File: src/rtl/alu_writeback.sv
// ALU writeback stage: queues result pairs and serialises them onto one register-file write port.
// Optional `ALU_WB_BYPASS_EN` adds a combinational lookup of not-yet-retired writes (q_addr/q_hit/q_data).
module alu_writeback #(
  parameter int WIDTH = 32,
  parameter int AW    = 5,
  parameter int DEPTH = 2
) (
  input  logic                     clk,
  input  logic                     rst_n,
  input  logic                     in_valid,
  output logic                     in_ready,
  input  logic [WIDTH-1:0]         in_y1,
  input  logic [WIDTH-1:0]         in_y2,
  input  logic [AW-1:0]            in_rd1,
  input  logic [AW-1:0]            in_rd2,
  input  logic [1:0]               in_wmask,
  input  logic                     wr_stall,
  output logic                     wr_en,
  output logic [AW-1:0]            wr_addr,
  output logic [WIDTH-1:0]         wr_data,
  output logic                     busy,
  output logic [$clog2(DEPTH):0]   count
`ifdef ALU_WB_BYPASS_EN
  ,
  input  logic [AW-1:0]            q_addr,
  output logic                     q_hit,
  output logic [WIDTH-1:0]         q_data
`endif
);

  localparam int PW = $clog2(DEPTH);
  localparam int CW = PW + 1;
  localparam logic [CW-1:0] DEPTH_C = CW'(DEPTH);

  logic [WIDTH-1:0] y1_q   [DEPTH];
  logic [WIDTH-1:0] y1_d   [DEPTH];
  logic [WIDTH-1:0] y2_q   [DEPTH];
  logic [WIDTH-1:0] y2_d   [DEPTH];
  logic [AW-1:0]    rd1_q  [DEPTH];
  logic [AW-1:0]    rd1_d  [DEPTH];
  logic [AW-1:0]    rd2_q  [DEPTH];
  logic [AW-1:0]    rd2_d  [DEPTH];
  logic [1:0]       mask_q [DEPTH];
  logic [1:0]       mask_d [DEPTH];

  logic [PW-1:0]    rd_ptr_q, rd_ptr_d, wr_ptr_q, wr_ptr_d;
  logic [CW-1:0]    count_q, count_d;
  logic             phase_q, phase_d;
  logic             wr_en_q, wr_en_d;
  logic [AW-1:0]    wr_addr_q, wr_addr_d;
  logic [WIDTH-1:0] wr_data_q, wr_data_d;

  logic             push, pop, load_slot, retire;
  logic [1:0]       head_mask;

  assign in_ready = (count_q < DEPTH_C);
  assign wr_en    = wr_en_q;
  assign wr_addr  = wr_addr_q;
  assign wr_data  = wr_data_q;
  assign count    = count_q;
  assign busy     = (count_q != '0) || wr_en_q;

  always_comb begin
    y1_d      = y1_q;
    y2_d      = y2_q;
    rd1_d     = rd1_q;
    rd2_d     = rd2_q;
    mask_d    = mask_q;
    rd_ptr_d  = rd_ptr_q;
    wr_ptr_d  = wr_ptr_q;
    phase_d   = phase_q;
    wr_en_d   = wr_en_q;
    wr_addr_d = wr_addr_q;
    wr_data_d = wr_data_q;
    pop       = 1'b0;
    push      = in_valid && in_ready;
    retire    = wr_en_q && !wr_stall;
    load_slot = !wr_en_q || !wr_stall;
    head_mask = mask_q[rd_ptr_q];

    // A mask-00 entry still uses up a load slot, so the port goes idle for that cycle.
    if (load_slot && (count_q != '0)) begin
      case (head_mask)
        2'b11: begin
          wr_en_d = 1'b1;
          if (!phase_q) begin
            wr_addr_d = rd1_q[rd_ptr_q];
            wr_data_d = y1_q[rd_ptr_q];
            phase_d   = 1'b1;
          end else begin
            wr_addr_d = rd2_q[rd_ptr_q];
            wr_data_d = y2_q[rd_ptr_q];
            phase_d   = 1'b0;
            pop       = 1'b1;
          end
        end
        2'b01: begin
          wr_en_d   = 1'b1;
          wr_addr_d = rd1_q[rd_ptr_q];
          wr_data_d = y1_q[rd_ptr_q];
          pop       = 1'b1;
        end
        2'b10: begin
          wr_en_d   = 1'b1;
          wr_addr_d = rd2_q[rd_ptr_q];
          wr_data_d = y2_q[rd_ptr_q];
          pop       = 1'b1;
        end
        default: begin
          wr_en_d = 1'b0;
          pop     = 1'b1;
        end
      endcase
    end else if (retire) begin
      wr_en_d = 1'b0;
    end

    if (push) begin
      y1_d[wr_ptr_q]   = in_y1;
      y2_d[wr_ptr_q]   = in_y2;
      rd1_d[wr_ptr_q]  = in_rd1;
      rd2_d[wr_ptr_q]  = in_rd2;
      mask_d[wr_ptr_q] = in_wmask;
      wr_ptr_d         = wr_ptr_q + PW'(1);
    end
    if (pop) rd_ptr_d = rd_ptr_q + PW'(1);
    count_d = count_q + CW'(push) - CW'(pop);
  end

  always_ff @(posedge clk or negedge rst_n) begin
    if (!rst_n) begin
      y1_q      <= '{default: '0};
      y2_q      <= '{default: '0};
      rd1_q     <= '{default: '0};
      rd2_q     <= '{default: '0};
      mask_q    <= '{default: '0};
      rd_ptr_q  <= '0;
      wr_ptr_q  <= '0;
      count_q   <= '0;
      phase_q   <= 1'b0;
      wr_en_q   <= 1'b0;
      wr_addr_q <= '0;
      wr_data_q <= '0;
    end else begin
      y1_q      <= y1_d;
      y2_q      <= y2_d;
      rd1_q     <= rd1_d;
      rd2_q     <= rd2_d;
      mask_q    <= mask_d;
      rd_ptr_q  <= rd_ptr_d;
      wr_ptr_q  <= wr_ptr_d;
      count_q   <= count_d;
      phase_q   <= phase_d;
      wr_en_q   <= wr_en_d;
      wr_addr_q <= wr_addr_d;
      wr_data_q <= wr_data_d;
    end
  end

`ifdef ALU_WB_BYPASS_EN
  logic [PW-1:0] q_idx;

  // Scan oldest to youngest so the last match (youngest write) wins.
  always_comb begin
    q_hit  = 1'b0;
    q_data = '0;
    q_idx  = rd_ptr_q;
    if (q_addr != '0) begin
      if (wr_en_q && (wr_addr_q == q_addr)) begin
        q_hit  = 1'b1;
        q_data = wr_data_q;
      end
      for (int i = 0; i < DEPTH; i++) begin
        q_idx = rd_ptr_q + PW'(i);
        if (CW'(i) < count_q) begin
          if (mask_q[q_idx][0] && !((i == 0) && phase_q) && (rd1_q[q_idx] == q_addr)) begin
            q_hit  = 1'b1;
            q_data = y1_q[q_idx];
          end
          if (mask_q[q_idx][1] && (rd2_q[q_idx] == q_addr)) begin
            q_hit  = 1'b1;
            q_data = y2_q[q_idx];
          end
        end
      end
    end
  end
`endif

endmodule

File: config.mk
export PLATFORM = sky130hd
export DESIGN_NAME = alu_writeback
export DESIGN_NICKNAME = d
export VERILOG_FILES = /design/src/rtl/alu_writeback.sv
export SDC_FILE = /design/constraint.sdc
export NUM_CORES = 1
export LEC_CHECK = 0
export ABC_CLOCK_PERIOD_IN_PS = 4100
export CAP_MARGIN = 40
export CORE_MARGIN = 2
export CORE_UTILIZATION = 59
export CTS_CLUSTER_DIAMETER = 100
export DETAILED_ROUTE_END_ITERATION = 7
export PLACE_DENSITY = 0.87
export SYNTH_ARGS = -nofsm -noshare
export SYNTH_HDL_FRONTEND = slang
export SYNTH_SLANG_ARGS = --single-unit
File: constraint.sdc
create_clock -name clk -period 4.1 [get_ports clk]
set_input_delay 0.82 -clock clk [delete_from_list [all_inputs] [get_ports clk]]
set_output_delay 0.82 -clock clk [all_outputs]
set_load 0.02 [all_outputs]
==> results.ini <==
[timing]
worst_pin_slew_ns = 0.9050
rsz0062_at_grt = false
max-slew-margin-rel_pct = 39.66
setup_violations = 0
final-hold-violation-count = 0
fin_ws_ns = 1.072
fmax_ghz = 0.3302
drv_slew = 0
clock_skew_ns = 0.01578
period_needed_ns = 3.028
finalSetupTns_ns = 0
period_share_pct = 73.85

[die]
initial_core_util_pct = 60.41
rows = 44
die-width_um = 126.2
die-height_um = 126.2
ios = 122
coreArea_um2 = 14590
die_area_um2 = 15930

[route]
vias_per_cell = 5.910
drt_first_pass_iters = 4
num_vias = 5171
routed_wl_um = 18710
wl_per_cell_um = 21.38
drt_iter0_markers = 387
drc = 0
ant_nets = 0

[logic_synthesis]
yosys.area.top_type = dfrtp_1
synth_seq_cells = 195
ys_top_cells_by_area = dfrtp_1, mux2_2, mux2i_1
synth.avg_cell_area_um2 = 15.57
synth_edf_count = 0
synthCells = 566
synth-main-ff-cell = dfrtp_1
yosysMostFrequentCell = dfrtp_1
synth_warnings = 0
synth_common_cells = dfrtp_1, mux2_2, mux2i_1, mux2_4, o32ai_1
syn_nets = 652
yosysSeqAreaShare_pct = 55.37
synth_top_area_share_pct = 55.37
netlist_area_um2 = 8813
async_flop_share_pct = 100.0
ys_types = 24

[cts]
post-cts-setup-buffers = 0
cts_resized = 0
cts_hold_buf = 0
clkSinkCount = 195
clkLatencyLatePin_ns = 0.44
cts_buffers = 17
clk_pin_slew_ns = 0.07
htreeDepth = 4
clockBufferDepth = 2
cts_root_buf = clkbuf_16
cts_tree = done

[setup_path]
crit_type = reg2reg
crit_required_ns = 4.41
end_kind = flip-flop
timing.rr.start = rd_ptr_q$_DFFE_PN0P_
rr_worst_depth = 6
worstPathArrival_ns = 3.34
cp_max_fo = 29
r2r_slack_ns = 1.07
cp-start-kind = flip-flop
timing.rr.end = wr_data[19]$_DFFE_PN0P_

[layout]
finalNonFillerCells = 875
design_area_um2 = 10680
syn_to_final_growth_pct = 21.15
nFillCells = 906
drive_above_1_share_pct = 35.02
layout.nets = 764
diodes = 0

[power_and_ir_drop]
clkPwrFrac_pct = 16.3
p_int_w = 0.006455
irDropWorstVdd_mv = 0.6539
p_seq_share_pct = 35.5
p_leak_nw = 4.665
power_density_nw_per_um2 = 951.1
sw_frac_of_total_pct = 36.44
power.net_switching_w = 0.003701
totalPowerFinal_w = 0.01016
combPwrFrac_pct = 48.2

[job]
cap_violations = 0

[place]
dp_cells = 843
post-dp-hpwl_um = 11860
dpl_cell_area_um2 = 10090
gp_congestion = 0.7987
place_ws_ns = 1.141
portBuffers = 121

[global_route]
grt_use_total_pct = 24.62
grt_pass1_wl_um = 30530
grt.overflow.total = 0
grt_pass1_vias = 5764
antenna_found_initial = 0
grt_max_degree = 112

[min_path]
min_path_type = in2async

[outcome]
status = completed

registers in the layout, indices dropped and copies added (netlist names):
signal	flops
y1_q	64
y2_q	64
wr_data	32
rd1_q	10
rd2_q	10
wr_addr	5
mask_q	4
count	2
phase_q	1
rd_ptr_q	1
wr_en	1
wr_ptr_q	1
cell type report:
| class | instances | area [um2] | share of cell area (%) |
|---|---|---|---|
| clock inverters | 14 | 156.4 | 1.465 |
| inverters | 6 | 22.52 | 0.2109 |
| clock buffers | 18 | 429.2 | 4.019 |
| flip-flops and latches | 195 | 4883 | 45.73 |
| multi-input cells | 325 | 3618 | 33.89 |
| well taps | 184 | 230.2 | 2.156 |
| repair buffers | 133 | 1338 | 12.53 |
metrics by stage:
step           hold slack, ns  util [%]
6_report               0.2540     73.19
5_1_grt                0.2563     73.19
4_1_cts                0.2502     73.19
3_3_place_gp           0.4870     68.99
2_1_floorplan          0.4791         -
3_5_place_dp           0.4939     69.18
cell usage in the layout (no fill, tap or decap), types with 2 or more instances in the layout:
cell type	synthesis	final
dfrtp_1	195	194
mux2_2	149	149
clkdlybuf4s50_1	0	120
mux2i_1	76	76
mux2_4	40	40
o32ai_1	37	37
clkbuf_16	0	17
buf_4	5	10
inv_1	6	6
ha_1	6	6
clkinvlp_4	0	6
xnor2_1	4	4
nor2_4	0	2
clkinv_4	0	2
inv_6	0	2
bufinv_16	0	2
critical path, cell delays in order, from the launching register on:
cell and delay (ns):
dfrtp_4 0.75, mux2i_1 0.38, ha_1 0.33, mux2i_4 0.46, buf_4 0.44, o32ai_1 0.16, mux2_2 0.33
power by group through the flow:
stage	clock, W	combinational [W]	sequential [W]
2_1_floorplan	0	0.00363	0.00357
3_3_place_gp	0	0.00462	0.00353
3_5_place_dp	0	0.00488	0.00361
4_1_cts	0.00168	0.00495	0.00359
5_1_grt	0.00176	0.00524	0.00371
6_report	0.00166	0.00490	0.00360
logic make-up (layout without fill, tap and decap cells):
| kind of cell | after synthesis | count (layout) | synth area share (%) |
|---|---|---|---|
| simple gates | 8 | 8 | 0.5964 |
| flops | 195 | 195 | 55.37 |
| mux | 266 | 266 | 34.74 |
| buf+inv | 46 | 171 | 3.961 |
| fa+ha+maj | 6 | 6 | 0.8518 |
| compound gates | 40 | 40 | 3.989 |
| xor+xnor | 5 | 5 | 0.4969 |
worst max-delay path by stage:
stage	from	endpoint	depth (start not counted)
5_1_grt	rd_ptr_q$_DFFE_PN0P_	wr_data[19]$_DFFE_PN0P_	6
2_1_floorplan	rd_ptr_q$_DFFE_PN0P_	count[1]$_DFF_PN0_	12
3_3_place_gp	in_valid	y1_q[2]$_DFFE_PN0P_	4
4_1_cts	rd_ptr_q$_DFFE_PN0P_	wr_data[19]$_DFFE_PN0P_	6
3_5_place_dp	rd_ptr_q$_DFFE_PN0P_	wr_data[6]$_DFFE_PN0P_	6
6_report	rd_ptr_q$_DFFE_PN0P_	wr_data[19]$_DFFE_PN0P_	6
layer usage:
metal | vias up | GRT usage [%] | share of wire [%] | routed length, um
met4 | 0 | 8.145 | 2.0 | 369
met2 | 116 | 41.40 | 51 | 9625
li1 | 2299 | - | - | -
met5 | - | 0 | 0 | 0
met1 | 2725 | 31.34 | 42 | 7902
met3 | 31 | 6.457 | 4.3 | 807
Power figures use the tool's default switching activity.
